File: src/rtl/rc_div_seq_32_pkg.sv
// Shared definitions for the sequential restoring divider.
//   DATA_WIDTH : datapath width of the add/sub core (fixed at 32)
//   DIV_ITER   : iterations per division, one quotient bit each
//   div_st_e   : 2-bit divider FSM state encoding
package rc_div_seq_32_pkg;

  localparam int DATA_WIDTH = 32;
  localparam int DIV_ITER   = 32;

  typedef enum logic [1:0] {
    DIV_ST_IDLE = 2'd0,
    DIV_ST_RUN  = 2'd1,
    DIV_ST_DONE = 2'd2
  } div_st_e;

endpackage

File: src/rtl/rc_div_seq_32_add_sub.sv
// 32-bit adder/subtractor (RC_ADD_SUB_32).
//   A, B : operands
//   SnA  : 1 = subtract (Y = A - B), 0 = add (Y = A + B)
//   Y    : result
//   CO   : carry out; in subtract mode CO=1 means no borrow (A >= B)
module rc_add_sub_32
  import rc_div_seq_32_pkg::*;
(
  input  logic [DATA_WIDTH-1:0] A,
  input  logic [DATA_WIDTH-1:0] B,
  input  logic                  SnA,
  output logic [DATA_WIDTH-1:0] Y,
  output logic                  CO
);

  logic [DATA_WIDTH-1:0] b_eff;
  logic [DATA_WIDTH:0]   sum;

  // Two's-complement subtract: invert B and inject SnA as carry-in.
  assign b_eff = B ^ {DATA_WIDTH{SnA}};
  assign sum   = {1'b0, A} + {1'b0, b_eff} + {{DATA_WIDTH{1'b0}}, SnA};
  assign Y     = sum[DATA_WIDTH-1:0];
  assign CO    = sum[DATA_WIDTH];

endmodule

File: src/rtl/rc_div_seq_32.sv
// Multi-cycle unsigned restoring divider, one quotient bit per clock.
//   CLK       : rising-edge clock
//   RST       : asynchronous active-low reset
//   START     : request pulse, sampled only when idle
//   DIVIDEND  : numerator, latched on accepted START
//   DIVISOR   : denominator, latched on accepted START
//   QUOTIENT  : result quotient (held until next accepted START)
//   REMAINDER : result remainder (held until next accepted START)
//   BUSY      : high while running and in the done cycle
//   DONE      : one-cycle pulse, results valid in that cycle
//   DZ        : divide-by-zero flag of the last operation
module rc_div_seq_32
  import rc_div_seq_32_pkg::*;
#(
  parameter int WIDTH = 32,
  parameter int CNT_W = 6
) (
  input  logic             CLK,
  input  logic             RST,
  input  logic             START,
  input  logic [WIDTH-1:0] DIVIDEND,
  input  logic [WIDTH-1:0] DIVISOR,
  output logic [WIDTH-1:0] QUOTIENT,
  output logic [WIDTH-1:0] REMAINDER,
  output logic             BUSY,
  output logic             DONE,
  output logic             DZ
);

  div_st_e          state;
  logic [CNT_W-1:0] cnt;
  logic [WIDTH-1:0] q;
  logic [WIDTH-1:0] d;
  logic [WIDTH-1:0] r;
  logic [WIDTH-1:0] quo;
  logic [WIDTH-1:0] rem;
  logic             busy;
  logic             done;
  logic             dz;

  logic [WIDTH-1:0] trial;
  logic [WIDTH-1:0] diff;
  logic             co;
  logic             ok;
  logic [WIDTH-1:0] q_nxt;
  logic [WIDTH-1:0] r_nxt;

  // Shift the next dividend bit into the partial remainder.
  assign trial = {r[WIDTH-2:0], q[WIDTH-1]};

  rc_add_sub_32 u_add_sub (
    .A   (trial),
    .B   (d),
    .SnA (1'b1),
    .Y   (diff),
    .CO  (co)
  );

  // r[MSB] set means the 33-bit shifted remainder is >= 2^32, which always
  // exceeds D; the 32-bit difference is still exact in that case.
  assign ok    = r[WIDTH-1] | co;
  assign q_nxt = {q[WIDTH-2:0], ok};
  assign r_nxt = ok ? diff : trial;

  always_ff @(posedge CLK or negedge RST) begin
    if (!RST) begin
      state <= DIV_ST_IDLE;
      cnt   <= '0;
      q     <= '0;
      d     <= '0;
      r     <= '0;
      quo   <= '0;
      rem   <= '0;
      busy  <= 1'b0;
      done  <= 1'b0;
      dz    <= 1'b0;
    end else begin
      done <= 1'b0;
      unique case (state)
        DIV_ST_IDLE: begin
          if (START) begin
            busy <= 1'b1;
            if (DIVISOR != '0) begin
              q     <= DIVIDEND;
              d     <= DIVISOR;
              r     <= '0;
              cnt   <= '0;
              dz    <= 1'b0;
              state <= DIV_ST_RUN;
            end else begin
              quo   <= '1;
              rem   <= DIVIDEND;
              dz    <= 1'b1;
              done  <= 1'b1;
              state <= DIV_ST_DONE;
            end
          end
        end
        DIV_ST_RUN: begin
          q   <= q_nxt;
          r   <= r_nxt;
          cnt <= cnt + 1'b1;
          // Outputs are loaded only on the final iteration so intermediate
          // values never appear on QUOTIENT/REMAINDER.
          if (cnt == CNT_W'(DIV_ITER - 1)) begin
            quo   <= q_nxt;
            rem   <= r_nxt;
            done  <= 1'b1;
            state <= DIV_ST_DONE;
          end
        end
        DIV_ST_DONE: begin
          busy  <= 1'b0;
          state <= DIV_ST_IDLE;
        end
        default: begin
          busy  <= 1'b0;
          state <= DIV_ST_IDLE;
        end
      endcase
    end
  end

  assign QUOTIENT  = quo;
  assign REMAINDER = rem;
  assign BUSY      = busy;
  assign DONE      = done;
  assign DZ        = dz;

endmodule
File: config.mk
export PLATFORM = sky130hd
export DESIGN_NAME = rc_div_seq_32
export DESIGN_NICKNAME = d
export VERILOG_FILES = /design/src/rtl/rc_div_seq_32_pkg.sv /design/src/rtl/rc_div_seq_32_add_sub.sv /design/src/rtl/rc_div_seq_32.sv
export SDC_FILE = /design/constraint.sdc
export NUM_CORES = 1
export LEC_CHECK = 0
export CORE_MARGIN = 4
export CORE_UTILIZATION = 46
export DETAILED_ROUTE_END_ITERATION = 10
export PLACE_DENSITY = 0.78
export SETUP_SLACK_MARGIN = 0.2
export SLEW_MARGIN = 15
export SYNTH_ARGS = -nofsm -noshare
export SYNTH_HDL_FRONTEND = slang
export SYNTH_SLANG_ARGS = --single-unit
File: constraint.sdc
create_clock -name CLK -period 4.71 [get_ports CLK]
set_clock_uncertainty 0.1 [all_clocks]
set_input_delay 0.942 -clock CLK [delete_from_list [all_inputs] [get_ports CLK]]
set_output_delay 0.942 -clock CLK [all_outputs]
set_load 0.03 [all_outputs]
==> impl_metrics.env <==
export IMPL_run_status="complete, no violations"
export IMPL_detail_route_drc_violations=0
export IMPL_rows=51
export IMPL_setup_viol=0
export IMPL_cap_violations=0
export IMPL_track_usage=0.2386
export IMPL_finalInstanceArea_sq_mm=0.01125
export IMPL_wl_mm=26.01
export IMPL_fmax_mhz=266.8
export IMPL_nNetsFinal=1154
export IMPL_cts_hold_buf=0
export IMPL_grt_pass1_wl_mm=41.50
export IMPL_worst_pin_slew_ns=0.9238
export IMPL_antenna_left=0
export IMPL_drive_gt1_frac=0.09006
export IMPL_synthCells=943
export IMPL_crit_type="reg -> reg"
export IMPL_drtIter0Drc=672
export IMPL_yosys_most_used_dff="dfrtp_1"
export IMPL_grt_pass1_vias=7551
export IMPL_netlist_area_sq_mm=0.009050
export IMPL_post_cts_resized=0
export IMPL_p_per_area_mw_per_mm2=907.2
export IMPL_finalCriticalPeriod_ns=3.748
export IMPL_numCtsBuffers=17
export IMPL_syn_nets=1044
export IMPL_grt_max_degree=97
export IMPL_seq_power_share=0.276
export IMPL_drv_slew=0
export IMPL_hold_path_class="reg -> reg"
export IMPL_portBuffers=133
export IMPL_antennaDiodeCount=0
export IMPL_htree_levels=4
export IMPL_ir_drop_v=0.0004099
export IMPL_place_detailed_hpwl_mm=19.48
export IMPL_p_sw_frac=0.4609
export IMPL_vias=7821
export IMPL_cts_root_buf="clkbuf_16"
export IMPL_fin_total_pwr_mw=10.21
export IMPL_core_sq_mm=0.01940
export IMPL_cp_arrival_ns=3.96
export IMPL_start_util=0.4665
export IMPL_leakagePower_nw=4.844
export IMPL_antenna_found_initial=0
export IMPL_synth_edf_count=0
export IMPL_area_growth_pct=24.35
export IMPL_slew_headroom=0.3834
export IMPL_hold_viol=0
export IMPL_clock_sinks=171
export IMPL_overflow=0
export IMPL_fin_util=0.5801
export IMPL_yosys_warnings=0
export IMPL_cts_max_path_buffers=2
export IMPL_clk_latency_ns=0.43
export IMPL_die_h_um=148.3
export IMPL_tns_ns=0
export IMPL_critPathCaptureType="register"
export IMPL_crit_start="r[12]$_DFFE_PN0P_"
export IMPL_dpl_cell_area_sq_mm=0.01063
export IMPL_pwr_share_comb=0.579
export IMPL_multi_input_area_sq_mm=0.004399
export IMPL_synth_cell_types=62
export IMPL_post_cts_setup_buffers=0
export IMPL_min_period_over_period=0.7958
export IMPL_synth_yosys_seq_area_share=0.4728
export IMPL_routed_via_density=5.876
export IMPL_whs_ns=0.3892
export IMPL_crit_fanout=24
export IMPL_ys_async_sr_fraction=1.000
export IMPL_clk_pin_slew_ns=0.07
export IMPL_cp_start_kind="register"
export IMPL_avgRoutedWirePerCell_um=19.54
export IMPL_gp_congestion=0.8976
export IMPL_dieArea_sq_mm=0.02198
export IMPL_cts_tree="yes"
export IMPL_fillers=1700
export IMPL_seqCellArea_sq_mm=0.004279
export IMPL_rsz0062_at_grt="no"
export IMPL_die_x_um=148.3
export IMPL_min_from="QUOTIENT[19]$_DFFE_PN0P_"
export IMPL_required_ns=4.92
export IMPL_r2r_start="r[12]$_DFFE_PN0P_"
export IMPL_ys_seq_elements=171
export IMPL_synth_area_per_cell_sq_um=9.597
export IMPL_num_io_pins=134
export IMPL_switching_power_mw=4.705
export IMPL_dr_pass1_iters=5
export IMPL_p_int_mw=5.504
export IMPL_p_clk_frac=0.145
-- power by group through the flow --
stage / Sequential (mW) / Combinational [mW] / Clock, mW
2_1_floorplan: 3.06 / 3.78 / 0
3_3_place_gp: 2.80 / 5.69 / 0
3_5_place_dp: 2.82 / 5.82 / 0
4_1_cts: 2.81 / 5.86 / 1.49
5_1_grt: 2.89 / 6.48 / 1.56
6_report: 2.82 / 5.91 / 1.48
-- worst max-delay path: stages (launching register included) --
cell and delay (ns):
dfrtp_1 0.44, ha_1 0.39, a21oi_1 0.28, o21a_1 0.26
o31ai_1 0.10, a221oi_2 0.36, a211oi_2 0.13, buf_4 0.19
nor2_2 0.71, nor2_1 0.27, a221o_1 0.40
-- per-stage QoR --
step,std cells,worst slack [ns]
finish,1331,0.9617
global placement,1299,1.099
global route,1331,0.8225
CTS,1331,1.033
floorplan,943,1.697
detailed placement,1299,1.057
-- kinds of logic after synthesis --
kind of cell | synth area share
buffers and inverters | 0.04424
flip-flops | 0.4728
multiplexers | 0.04880
adder cells (fa/ha/maj) | 0.04784
XOR/XNOR | 0.03000
AND/OR/NAND/NOR | 0.1488
AO/OA/AOI/OAI | 0.2075
-- state kept, by name, indices dropped and copies added (netlist names) --
| signal | count |
|---|---|
| QUOTIENT | 32 |
| REMAINDER | 32 |
| d | 32 |
| q | 32 |
| r | 32 |
| cnt | 6 |
| state | 2 |
| BUSY | 1 |
| DONE | 1 |
| DZ | 1 |
-- layout by cell type, fill, tap and decap left out, types with 4 or more instances in the layout --
master	synthesis	layout
nand3_1	17	17
and2_1	4	4
nor4_1	8	8
a221o_1	7	7
a31oi_1	42	42
o21ai_0	50	50
o221a_1	9	9
a211o_1	7	7
buf_4	4	13
inv_6	0	5
clkdlybuf4s50_1	0	132
mux2i_1	7	7
nand4_1	10	10
a21o_1	14	14
inv_1	40	40
dfrtp_1	171	171
xnor2_1	13	13
ha_1	33	33
nor2_1	80	79
xor2_1	18	18
clkbuf_16	0	17
nand2b_1	9	8
and3_1	14	14
a21oi_1	39	37
o22a_1	35	35
a41oi_1	6	6
o32a_1	5	5
nand2_1	140	140
mux2_2	33	33
o21a_1	6	6
o211ai_1	9	9
o21bai_1	6	6
nor3_1	12	12
-- cell usage after synthesis, types with 4 or more instances --
cell type  number  area, sq um
nor4_1          8        50.05
and3_1         14        87.58
o211ai_1        9        67.56
o21ai_0        50        250.2
o32a_1          5        50.05
o21a_1          6        45.04
and2_1          4        25.02
buf_2           7        35.03
o221a_1         9        101.4
xor2_1         18        157.7
a41oi_1         6        52.55
o22a_1         35        306.5
a221o_1         7        70.07
xnor2_1        13        113.9
nand2b_1        9        56.30
clkbuf_1       40        150.1
mux2_2         33        371.6
o21bai_1        6        45.04
buf_1           4        15.01
a21o_1         14        105.1
mux2i_1         7        70.07
nand4_1        10        62.56
a21oi_1        39        195.2
ha_1           33        412.9
nand3_1        17        85.08
dfrtp_1       171         4279
nor3_1         12        60.06
nand2_1       140        525.5
buf_4           4        30.03
a31oi_1        42        262.8
nor2_1         80        300.3
a211o_1         7        61.31
inv_1          40        150.1
-- metal layers --
metal / wire length [um] / share of wire / track usage / up-vias
li1: - / - / - / 3637
met1: 11320 / 0.44 / 0.3388 / 3808
met2: 12360 / 0.48 / 0.3836 / 341
met3: 1800 / 0.069 / 0.03199 / 35
met4: 535 / 0.021 / 0.07390 / 0
met5: 0 / 0 / 0 / -
-- worst paths after layout --
path / endpoint / slack (ns) / cells past startpoint
min in group asynchronous: QUOTIENT[5]$_DFFE_PN0P_ / 0.43 / 1
min: QUOTIENT[19]$_DFFE_PN0P_ / 0.39 / 1
max: r[30]$_DFFE_PN0P_ / 0.96 / 10
min reg2reg: QUOTIENT[19]$_DFFE_PN0P_ / 0.39 / 1
max reg2reg: r[30]$_DFFE_PN0P_ / 0.96 / 10
max in group asynchronous: r[21]$_DFFE_PN0P_ / 3.13 / 2
-- area by class of cell --
| class | count | share of cell area |
|---|---|---|
| clock buffers | 18 | 0.03903 |
| clock inverters | 14 | 0.01601 |
| inverters | 41 | 0.01368 |
| multi-input cells | 674 | 0.3909 |
| flip-flops and latches | 171 | 0.3803 |
| well taps | 265 | 0.02946 |
| repair buffers | 148 | 0.1306 |
Note: power is estimated with default switching activity, not from simulation.
